[src/rtl/counter_sweep_ctrl_if.sv]
// rtl/counter_sweep_ctrl_if.sv - control/observe bundle between sweep sequencer, host and counter
interface counter_sweep_ctrl_if #(
  parameter int WIDTH   = 8,
  parameter int SWEEP_W = 4
);
  logic               start;
  logic               abort;
  logic [WIDTH-1:0]   lo_lim;
  logic [WIDTH-1:0]   hi_lim;
  logic [SWEEP_W-1:0] n_sweeps;
  logic [WIDTH-1:0]   count_in;
  logic               cnt_clr;
  logic               cnt_enable;
  logic               cnt_direction;
  logic               busy;
  logic               done;
  logic               cfg_err;
  logic [SWEEP_W-1:0] sweep_cnt;

  modport master (
    output start, abort, lo_lim, hi_lim, n_sweeps, count_in,
    input  cnt_clr, cnt_enable, cnt_direction, busy, done, cfg_err, sweep_cnt
  );

  modport slave (
    input  start, abort, lo_lim, hi_lim, n_sweeps, count_in,
    output cnt_clr, cnt_enable, cnt_direction, busy, done, cfg_err, sweep_cnt
  );
endinterface

[src/rtl/counter_sweep_ctrl.sv]
// rtl/counter_sweep_ctrl.sv - ping-pongs an external up/down counter between latched limits
module counter_sweep_ctrl #(
  parameter int WIDTH   = 8,
  parameter int SWEEP_W = 4
) (
  input  logic                 clk,
  input  logic                 rst,
  counter_sweep_ctrl_if.slave  bus
);

  typedef enum logic [2:0] {
    S_IDLE,
    S_CLEAR,
    S_SEEK,
    S_UP,
    S_DOWN,
    S_DONE
  } state_t;

  state_t             state;
  logic [WIDTH-1:0]   lo_q;
  logic [WIDTH-1:0]   hi_q;
  logic [SWEEP_W-1:0] n_q;
  logic [SWEEP_W-1:0] sweep_q;
  logic [SWEEP_W-1:0] sweep_nxt;
  logic               clr_q;
  logic               dir_q;
  logic               busy_q;
  logic               done_q;
  logic               err_q;
  logic               en_c;

  assign sweep_nxt = sweep_q + 1'b1;

  // Enable is decoded from the live count so the counter stops exactly on a limit.
  always_comb begin
    en_c = 1'b0;
    if (!bus.abort) begin
      case (state)
        S_SEEK:  en_c = (bus.count_in < lo_q);
        S_UP:    en_c = (bus.count_in < hi_q);
        S_DOWN:  en_c = (bus.count_in > lo_q);
        default: en_c = 1'b0;
      endcase
    end
  end

  always_ff @(posedge clk or negedge rst) begin
    if (!rst) begin
      state   <= S_IDLE;
      lo_q    <= '0;
      hi_q    <= '0;
      n_q     <= '0;
      sweep_q <= '0;
      clr_q   <= 1'b0;
      dir_q   <= 1'b1;
      busy_q  <= 1'b0;
      done_q  <= 1'b0;
      err_q   <= 1'b0;
    end else begin
      clr_q  <= 1'b0;
      done_q <= 1'b0;
      err_q  <= 1'b0;
      if (state != S_IDLE && bus.abort) begin
        state  <= S_IDLE;
        busy_q <= 1'b0;
        dir_q  <= 1'b1;
      end else begin
        case (state)
          S_IDLE: begin
            if (bus.start && !bus.abort) begin
              if (bus.lo_lim >= bus.hi_lim || bus.n_sweeps == '0) begin
                err_q <= 1'b1;
              end else begin
                lo_q    <= bus.lo_lim;
                hi_q    <= bus.hi_lim;
                n_q     <= bus.n_sweeps;
                sweep_q <= '0;
                clr_q   <= 1'b1;
                busy_q  <= 1'b1;
                dir_q   <= 1'b1;
                state   <= S_CLEAR;
              end
            end
          end
          S_CLEAR: state <= S_SEEK;
          S_SEEK: begin
            if (bus.count_in >= lo_q) state <= S_UP;
          end
          S_UP: begin
            if (bus.count_in >= hi_q) begin
              state <= S_DOWN;
              dir_q <= 1'b0;
            end
          end
          S_DOWN: begin
            if (bus.count_in <= lo_q) begin
              sweep_q <= sweep_nxt;
              dir_q   <= 1'b1;
              if (sweep_nxt == n_q) begin
                state  <= S_DONE;
                busy_q <= 1'b0;
                done_q <= 1'b1;
              end else begin
                state <= S_UP;
              end
            end
          end
          S_DONE:  state <= S_IDLE;
          default: state <= S_IDLE;
        endcase
      end
    end
  end

  assign bus.cnt_enable    = en_c;
  assign bus.cnt_clr       = clr_q;
  assign bus.cnt_direction = dir_q;
  assign bus.busy          = busy_q;
  assign bus.done          = done_q;
  assign bus.cfg_err       = err_q;
  assign bus.sweep_cnt     = sweep_q;

endmodule

[src/flat_wrapper.sv]
// flat-port wrapper written by rule: the top's interface ports become plain ports
module counter_sweep_ctrl_flat 
#(
  parameter int WIDTH   = 8,
  parameter int SWEEP_W = 4
)
  (clk, rst, bus_start, bus_abort, bus_lo_lim, bus_hi_lim, bus_n_sweeps, bus_count_in, bus_cnt_clr, bus_cnt_enable, bus_cnt_direction, bus_busy, bus_done, bus_cfg_err, bus_sweep_cnt);
  counter_sweep_ctrl_if #(.WIDTH(WIDTH), .SWEEP_W(SWEEP_W)) bus_i ();
  input  logic clk;
  input  logic rst;
  input wire logic [$bits(bus_i.start)-1:0] bus_start;
  input wire logic [$bits(bus_i.abort)-1:0] bus_abort;
  input wire logic [$bits(bus_i.lo_lim)-1:0] bus_lo_lim;
  input wire logic [$bits(bus_i.hi_lim)-1:0] bus_hi_lim;
  input wire logic [$bits(bus_i.n_sweeps)-1:0] bus_n_sweeps;
  input wire logic [$bits(bus_i.count_in)-1:0] bus_count_in;
  output wire logic [$bits(bus_i.cnt_clr)-1:0] bus_cnt_clr;
  output wire logic [$bits(bus_i.cnt_enable)-1:0] bus_cnt_enable;
  output wire logic [$bits(bus_i.cnt_direction)-1:0] bus_cnt_direction;
  output wire logic [$bits(bus_i.busy)-1:0] bus_busy;
  output wire logic [$bits(bus_i.done)-1:0] bus_done;
  output wire logic [$bits(bus_i.cfg_err)-1:0] bus_cfg_err;
  output wire logic [$bits(bus_i.sweep_cnt)-1:0] bus_sweep_cnt;
  assign bus_i.start = bus_start;
  assign bus_i.abort = bus_abort;
  assign bus_i.lo_lim = bus_lo_lim;
  assign bus_i.hi_lim = bus_hi_lim;
  assign bus_i.n_sweeps = bus_n_sweeps;
  assign bus_i.count_in = bus_count_in;
  assign bus_cnt_clr = bus_i.cnt_clr;
  assign bus_cnt_enable = bus_i.cnt_enable;
  assign bus_cnt_direction = bus_i.cnt_direction;
  assign bus_busy = bus_i.busy;
  assign bus_done = bus_i.done;
  assign bus_cfg_err = bus_i.cfg_err;
  assign bus_sweep_cnt = bus_i.sweep_cnt;
  counter_sweep_ctrl #(.WIDTH(WIDTH), .SWEEP_W(SWEEP_W)) u_core (.clk(clk), .rst(rst), .bus(bus_i));
endmodule
[config.mk]
export PLATFORM = sky130hd
export DESIGN_NAME = counter_sweep_ctrl_flat
export DESIGN_NICKNAME = d
export VERILOG_FILES = /design/src/rtl/counter_sweep_ctrl_if.sv /design/src/rtl/counter_sweep_ctrl.sv /design/src/flat_wrapper.sv
export SDC_FILE = /design/constraint.sdc
export NUM_CORES = 1
export LEC_CHECK = 0
export BUFFER_PORTS_ARGS = -buffer_cell sky130_fd_sc_hd__buf_4
export CORE_ASPECT_RATIO = 0.6
export CORE_MARGIN = 2
export CORE_UTILIZATION = 45
export DETAILED_ROUTE_END_ITERATION = 16
export PLACE_DENSITY = 0.75
export REMOVE_ABC_BUFFERS = 1
export SLEW_MARGIN = 20
export SYNTH_ARGS = -nofsm -noshare
export SYNTH_HDL_FRONTEND = slang
export SYNTH_SLANG_ARGS = --single-unit
[constraint.sdc]
create_clock -name clk -period 2.4 [get_ports clk]
set_input_delay 0.24 -clock clk [delete_from_list [all_inputs] [get_ports clk]]
set_output_delay 0.24 -clock clk [all_outputs]
set_load 0.05 [all_outputs]
==> flow_summary.toml, run 1 <==
[synthesis]
ys.flop_type = "dfrtp_1"
seq_area_frac_synth = 0.382
synth_simple_gate_area_frac = 0.132
synth_compound_gate_area_share = 0.164
syn_area_per_cell_um2 = 9.77
ys_ff_latch = 32
synth_top_family_by_area = "compound AO/OA/AOI/OAI gates"
synth_mux_area_frac = 0.0787
synthesis.instances = 215
ys_types = 48
synth.area.top_cells = "dfrtp_1 37%, ha_1 15%, mux2_4 5.7%"
ys_async_sr_fraction = 1.00
syn_area_um2 = 2100
synth_top_area_frac = 0.369
synth_xor_area_frac = 0.0250
yosysTopAreaCell = "dfrtp_1"
ys_warn_count = 0
synthAdderAreaFrac = 0.149
synth_edf_count = 0

[worst_setup_path]
cp-end-kind = "output port"
worst_ep_arrival_time_ps = 2140
cp-start-kind = "flip-flop"
crit_required_ps = 2160
critPathMaxFanout = 2
reg2reg_depth = 9
worstSetupPathType = "flip-flop to output port"

[timing]
worst_pin_slew_ps = 453
finalWorstSetupSlack_ps = 24.7
rsz0062_at_grt = "yes"
slew_headroom = 0.696
fin_worst_skew_ps = 10.1
fmax_mhz = 421
min_period_over_period = 0.990
final_max_slew_viol_count = 0
finalHoldViolCount = 0
fin_crit_ps = 2380
finalSetupViolations = 0
setup_tns_ps = 0

[finish]
area_delta_synth_final_pct = 27.1
nFillCells = 399
post-route-util = 0.587
diodes = 0
stdcell_area_um2 = 2670
layout-drive-gt1-share = 0.315
nNetsFinal = 323

[min_path]
hold_path.class = "input port to flip-flop"
holdPathStages = 2

[floorplanning]
dieArea_um2 = 5250
initial_core_util = 0.462
die_h_um = 56.9
pin_count = 42
core_um2 = 4540
num_rows = 19
die_w_um = 92.2

[pwr]
irDropWorstVdd_uv = 493
p_leak_nw = 1.33
power.density_nw_per_um2 = 961

[route]
vias_per_cell = 5.25
ant_nets = 0
routed_wl_um = 4850
drtIter0Drc = 98
wire_per_inst_um = 14.7
num_vias = 1731
drc = 0
drt_pass1_iterations = 4

[clocking]
clockBufferDepth = 2
cts_buffers = 5
path_clk_slew_ps = 70
clk_latency_ps = 290
clock_sinks = 32
cts_tree = "built"
htreeDepth = 2
cts_root_buf = "clkbuf_8"

[global_route]
grt_pass1_wl_um = 7910
grt_overflow_total = 0
antenna_found_initial = 0
grtUsageTotal = 0.196
grt_max_degree = 33
grt_pass1_vias = 1622

[placed_design]
placed_cell_area_um2 = 2470
dp_hpwl_um = 3650
pre_cts_slack_ps = 209
portBuffers = 41
place.gp.congestion = 0.874

[job]
cap_violations = 0

[outcome]
outcome = "completed"
[cells in the final DEF (no fill, tap or decap), drive strengths merged, types with 2 or more instances in the layout]
cell type and n:
nand2 21, ha 25, o22ai 3, or3 2, a31o 2, inv 29, a21oi 11, and3 2
nor2 6, xor2 2, mux2 12, xnor2 4, o31ai 2, buf 48, nor2b 3, a211oi 3
a21o 2, o211ai 3, clkbuf 7, dfrtp 31, o21ai 16, nand3 10, nand4 4
[metrics by stage]
step | instances | total power [mW] | hold WS [ps]
2_1_floorplan | 210 | 1.67 | -55.6
3_3_place_gp | 316 | 1.93 | 207
3_5_place_dp | 316 | 1.97 | 208
4_1_cts | 326 | 2.46 | 149
5_1_grt | 330 | 2.75 | 155
6_report | 330 | 2.56 | 153
[power by group]
group,switching (mW),internal [mW],leakage [nW],total [mW]
clock network,0.206,0.203,0.0422,0.410
logic,0.629,0.627,0.888,1.26
registers,0.151,0.746,0.403,0.897
total,0.987,1.58,1.33,2.56
[cells by family (layout without fill, tap and decap cells)]
logic type | Yosys count | after routing
buffers and inverters | 34 | 86
XOR/XNOR | 6 | 6
AND/OR/NAND/NOR | 54 | 54
flip-flops | 32 | 32
adder cells (fa/ha/maj) | 25 | 25
AO/OA/AOI/OAI | 52 | 52
multiplexers | 12 | 12
[repair_timing]
action	CTS	global route
hold endpoints to repair	31	0
pin swaps	2	6
hold buffers	1	0
resized for setup	5	6
setup endpoints to repair	1	1
buffers inserted	1	4
[layout make-up]
type / instances / area (um^2) / area share
multi-input combinational: 149 / 1220 / 0.458
sequential: 32 / 802 / 0.301
timing repair buffer: 49 / 374 / 0.140
inverter: 29 / 109 / 0.0408
tap: 63 / 78.8 / 0.0295
clock buffer: 7 / 76.3 / 0.0286
clock inverter: 1 / 5.00 / 0.00188
[Yosys cell counts (all sizes together), types with 3 or more instances]
cell    number
o211ai       3
a211oi       3
dfrtp       31
nand2       21
a21oi       11
o21ai       16
buf          3
nand3       10
nor2         6
o22ai        3
inv         29
ha          25
nand4        4
nor2b        3
mux2        12
xnor2        4
[routing by layer]
metal,up-vias,global-route usage,routed length [um]
met5,-,0,0
met4,0,0.0576,57
met3,7,0.0577,312
met2,52,0.256,1910
met1,809,0.308,2570
li1,863,-,-
[critical path, stage by stage, from the launching register on]
cell	delay [ps]
dfrtp_1	350
inv_1	50
ha_1	280
and3_4	200
a221oi_4	300
o221ai_2	150
o22ai_1	190
nand3_1	90
nand2_1	90
buf_6	160
[worst paths after layout]
kind,start,to,slack (ps)
min in group asynchronous,rst,u_core.lo_q[2],430
hold / removal,bus_abort,u_core.state[1],150
setup reg to reg,u_core.lo_q[1],u_core.state[2],230
max in group asynchronous,rst,u_core.bus.cnt_direction,1640
setup / recovery,u_core.lo_q[1],bus_cnt_enable,20
hold reg to reg,u_core.hi_q[6],u_core.hi_q[6],480
[state kept, by name (all words and copies together), names as in the netlist]
| signal | count |
|---|---|
| u_core.bus.sweep_cnt | 4 |
| u_core.lo_q | 8 |
| u_core.bus.done | 1 |
| u_core.state | 3 |
| u_core.bus.cnt_clr | 1 |
| u_core.hi_q | 8 |
| u_core.n_q | 4 |
| u_core.bus.cfg_err | 1 |
| u_core.bus.cnt_direction | 1 |
| u_core.bus.busy | 1 |
Note: power is estimated with default switching activity, not from simulation.
==> run 2: changes to the inputs <==
Settings changed: CORE_ASPECT_RATIO 0.6 to 1.1.
==> run 2 against run 1 <==
Against the previous run: maximum frequency grew 0.60%; global-route usage fell by 1.3 points; die area decreased by 0.33%; first-iteration DRC count increased by 42%; clock skew decreased by 7.1 ps; final area is 0.84% higher; non-clock buffer count is 2 higher; count of clock-buffer cells in the layout is 1 higher; largest cell class unchanged; clock power up 7.1%; hold slack better by 6.4 ps.
==> flow_summary.toml, run 2 (same netlist as run 1, synthesis figures left out) <==
[finish]
area_delta_synth_final_pct = 28.1
diodes = 0
largest_registers = "u_core.hi_q: 8 flops, u_core.lo_q: 8 flops"
nNetsFinal = 325
layout_common_cells = "49 x buf_4, 31 x dfrtp_1, 25 x inv_1"
layout_commonest_cell = "buf_4"
layout-drive-gt1-share = 0.331

[pwr]
swShare = 0.376
p_int_mw = 1.64
p_leak_nw = 1.34
power.density_nw_per_um2 = 976
total_power_mw = 2.63
clkPwrFrac = 0.167
combPwrFrac = 0.491
power.switching_mw = 0.989
pwr-share-seq = 0.341
irDropWorstVdd_uv = 516

[global_route]
grt_max_degree = 33
antenna_found_initial = 0
grt_pass1_wl_um = 7450
grtUsageTotal = 0.183
grt_pass1_vias = 1623
grt_overflow_total = 0

[worst_setup_path]
cp-start-kind = "flip-flop"
crit_required_ps = 2160
worst_ep_arrival_time_ps = 2120
cp-end-kind = "output port"
critPathMaxFanout = 2
reg2reg_depth = 9
worstSetupPathType = "flip-flop to output port"
reg2reg_slack_ps = 230

[min_path]
hold_path.class = "input port to flip-flop"
holdPathStages = 2

[timing]
fmax_mhz = 424
finalHoldViolCount = 0
fin_crit_ps = 2360
final_max_slew_viol_count = 0
slew_headroom = 0.675
fin_worst_skew_ps = 2.98
worst_pin_slew_ps = 485
min_period_over_period = 0.984
finalSetupViolations = 0
finalWorstSetupSlack_ps = 38.7
rsz0062_at_grt = "yes"

[placed_design]
portBuffers = 41
place.gp.congestion = 0.878
dp_hpwl_um = 3540
pre_cts_slack_ps = 215

[route]
drtIter0Drc = 139
drt_pass1_iterations = 4
drc = 0
ant_nets = 0
wire_per_inst_um = 14.7
num_vias = 1748
routed_wl_um = 4780
vias_per_cell = 5.38

[clocking]
clock_sinks = 32
cts_tree = "built"
path_clk_slew_ps = 70
clockBufferDepth = 2
cts_root_buf = "clkbuf_8"
clk_latency_ps = 290
htreeDepth = 2
cts_buffers = 5

[job]
cap_violations = 0

[floorplanning]
pin_count = 42
core_um2 = 4550
die_h_um = 75.6
dieArea_um2 = 5230
num_rows = 26
initial_core_util = 0.461
die_w_um = 69.1

[outcome]
outcome = "completed"
==> run 2: cell types whose count changed in the layout (fill, tap and decap cells not counted), sizes merged <==
cell    delta
clkbuf     +1
clkinv     -1
buf        +2
==> run 2: per-stage QoR <==
step / instances / TNS, ps / hold slack, ps / util / cell area, um^2
after floorplan: 210 / 0 / -55.6 / - / 2060
after global placement: 309 / 0 / 203 / 0.540 / 2460
after detailed placement: 309 / 0 / 209 / 0.540 / 2460
after CTS: 322 / 0 / 160 / 0.570 / 2600
after global routing: 325 / -89.9 / 162 / 0.591 / 2690
final: 325 / 0 / 160 / 0.591 / 2690
==> run 2: final timing paths <==
path	start	to
max in group asynchronous	rst	u_core.bus.cnt_direction
hold reg to reg	u_core.hi_q[6]	u_core.hi_q[6]
setup / recovery	u_core.lo_q[3]	bus_cnt_enable
hold / removal	bus_abort	u_core.state[1]
setup reg to reg	u_core.lo_q[3]	u_core.state[2]
min in group asynchronous	rst	u_core.bus.busy
==> run 2: critical path, cell delays in order (launching register included) <==
cell,delay (ps)
dfrtp_1,390
inv_2,70
ha_4,210
and3_4,180
a221oi_4,300
o221ai_2,130
o22ai_1,180
nand3_1,100
nand2_1,90
buf_6,160
==> run 2: power by group through the flow <==
| stage | sequential, mW | clock [mW] | combinational [mW] |
|---|---|---|---|
| global placement | 0.883 | 0 | 1.04 |
| CTS | 0.886 | 0.439 | 1.14 |
| floorplan | 0.938 | 0 | 0.732 |
| finish | 0.897 | 0.439 | 1.29 |
| detailed placement | 0.898 | 0 | 1.06 |
| global route | 0.921 | 0.477 | 1.43 |
==> run 2: layout make-up <==
cell class | count | area, um^2
Tap cell | 56 | 70.1
Sequential cell | 32 | 802
Inverter | 29 | 109
Clock buffer | 8 | 90.1
Fill cell | 402 | 1860
Multi-Input combinational cell | 149 | 1230
Timing Repair Buffer | 51 | 389
==> run 2: per-layer routing <==
layer  vias to the layer above  global-route usage  share of wire
li1                        864                   -              -
met1                       832               0.213           0.42
met2                        45               0.334           0.52
met3                         7              0.0450          0.045
met4                         0              0.0654          0.015
met5                         -                   0              0
==> run 2: timing repair <==
action | in CTS | in global routing
buffers inserted | 4 | 3
gates resized for setup | 2 | 11
hold buffers | 1 | 0
pin swaps | 2 | 6
hold endpoints to repair | 31 | 0
endpoints found under the setup margin | 1 | 2
==> run 3: changes to the inputs <==
==> constraint.sdc (replaced) <==
create_clock -name clk -period 2.4 [get_ports clk]
set_input_delay 0.48 -clock clk [delete_from_list [all_inputs] [get_ports clk]]
set_output_delay 0.48 -clock clk [all_outputs]
set_load 0.05 [all_outputs]
==> run 3 against run 2 <==
Against the previous run: the run now ends with negative setup slack left; combinational power decreased by 3%; non-clock buffer count increased by 4; routed wire length decreased by 7.6%; critical path type unchanged.
==> flow_summary.toml, run 3 (same netlist as run 1, synthesis figures left out) <==
[pwr]
p_int_mw = 1.69
swShare = 0.363
pwr-share-seq = 0.335
p_leak_nw = 1.37
power.switching_mw = 0.961
combPwrFrac = 0.470
irDropWorstVdd_uv = 610
clkPwrFrac = 0.194
power.density_nw_per_um2 = 971

[timing]
finalHoldViolCount = 0
fin_worst_skew_ps = 6.34
worst_pin_slew_ps = 409
fmax_mhz = 390
setup_tns_ps = -167
fin_crit_ps = 2570
final_max_slew_viol_count = 0
rsz0062_at_grt = "yes"
finalWorstSetupSlack_ps = -167
slew_headroom = 0.727
min_period_over_period = 1.07
finalSetupViolations = 1

[global_route]
grt_max_degree = 33
grt_pass1_wl_um = 7590
antenna_found_initial = 0
grt_overflow_total = 0
grt_util_met1 = 0.220
use_met2 = 0.326
top_usage_layer = "met2"
use_met3 = 0.0463
grtUsageTotal = 0.188
grt_pass1_vias = 1700

[finish]
final_cells = 329
layout-drive-gt1-share = 0.344
diodes = 0
post-route-util = 0.599
layout_commonest_cell = "buf_4"
nNetsFinal = 329
layout_common_cells = "54 x buf_4, 31 x dfrtp_1, 26 x inv_1"
nFillCells = 397
largest_registers = "u_core.hi_q: 8 flops, u_core.lo_q: 8 flops"
area_delta_synth_final_pct = 30.0

[floorplanning]
initial_core_util = 0.461
dieArea_um2 = 5230
num_rows = 26
die_w_um = 69.1
die_h_um = 75.6
core_um2 = 4550
pin_count = 42

[placed_design]
pre_cts_slack_ps = -237
dp_hpwl_um = 3480
dp.cells = 318
place.gp.congestion = 0.873
portBuffers = 41

[clocking]
path_clk_slew_ps = 70
cts_tree = "built"
cts_root_buf = "clkbuf_8"
clk_latency_ps = 290
htreeDepth = 2
cts_buffers = 5
clock_sinks = 32
clockBufferDepth = 2

[worst_setup_path]
worstSetupPathType = "flip-flop to output port"
cp-end-kind = "output port"
cp-start-kind = "flip-flop"
reg2reg_slack_ps = 230
worst_ep_arrival_time_ps = 2090
crit_required_ps = 1920
critPathMaxFanout = 2

[route]
drt_pass1_iterations = 4
drtIter0Drc = 111
ant_nets = 0
wire_per_inst_um = 13.4
vias_per_cell = 5.24
drc = 0
num_vias = 1723
routed_wl_um = 4410

[outcome]
outcome = "complete, but fails checks"
violations = "negative setup slack"

[min_path]
hold_path.class = "input port to asynchronous set/reset pin"

[job]
cap_violations = 0
## run 3: final timing paths
kind	from	to	cells past startpoint
max in group asynchronous	rst	u_core.bus.cnt_direction	1
worst max register to register	u_core.lo_q[2]	u_core.state[2]	9
min in group clk	bus_abort	u_core.state[1]	2
worst min register to register	u_core.hi_q[1]	u_core.hi_q[1]	2
worst max-delay path	u_core.lo_q[2]	bus_cnt_enable	9
worst min-delay path	rst	u_core.state[2]	1
## run 3: through the flow
stage                     instance area [um^2]  total power, mW  hold WS, ps
after floorplan                           2060             1.67          184
after global placement                    2520             1.97          442
after detailed placement                  2520             2.01          444
after CTS                                 2700             2.64          127
after global routing                      2730             2.88          143
final                                     2730             2.65          113
## run 3: critical path, cell delays in order, from the launching register on
cell	delay, ps
dfrtp_1	390
inv_2	70
ha_4	190
and3_4	190
a221oi_4	300
o221ai_2	150
o22ai_2	150
nand3_1	90
nand2_1	100
buf_6	160
## run 3: layer usage
| layer | routed length (um) | share of wire |
|---|---|---|
| met4 | 124 | 0.028 |
| met1 | 1870 | 0.42 |
| met5 | 0 | 0 |
| met2 | 2230 | 0.51 |
| met3 | 186 | 0.042 |
## run 3: power by group through the flow
stage	clock, mW	sequential (mW)	combinational (mW)
after floorplan	0	0.938	0.732
after global placement	0	0.887	1.09
after detailed placement	0	0.896	1.12
after CTS	0.527	0.887	1.22
after global routing	0.558	0.921	1.40
final	0.515	0.889	1.25
## run 3: cell type report
type                       instances  area (um^2)  area share
sequential                        32          802       0.294
clock buffer                       5         68.8      0.0252
multi-input combinational        149         1220       0.447
timing repair buffer              55          417       0.153
tap                               56         70.1      0.0257
clock inverter                     3         42.5      0.0156
inverter                          29          109      0.0399
## run 3: repair_timing
action,4_1_cts,5_1_grt
endpoints found under the hold margin,0,0
pin swaps,5,6
hold buffers,0,0
setup buffers,2,1
gates resized for setup,8,3
endpoints found under the setup margin,1,1
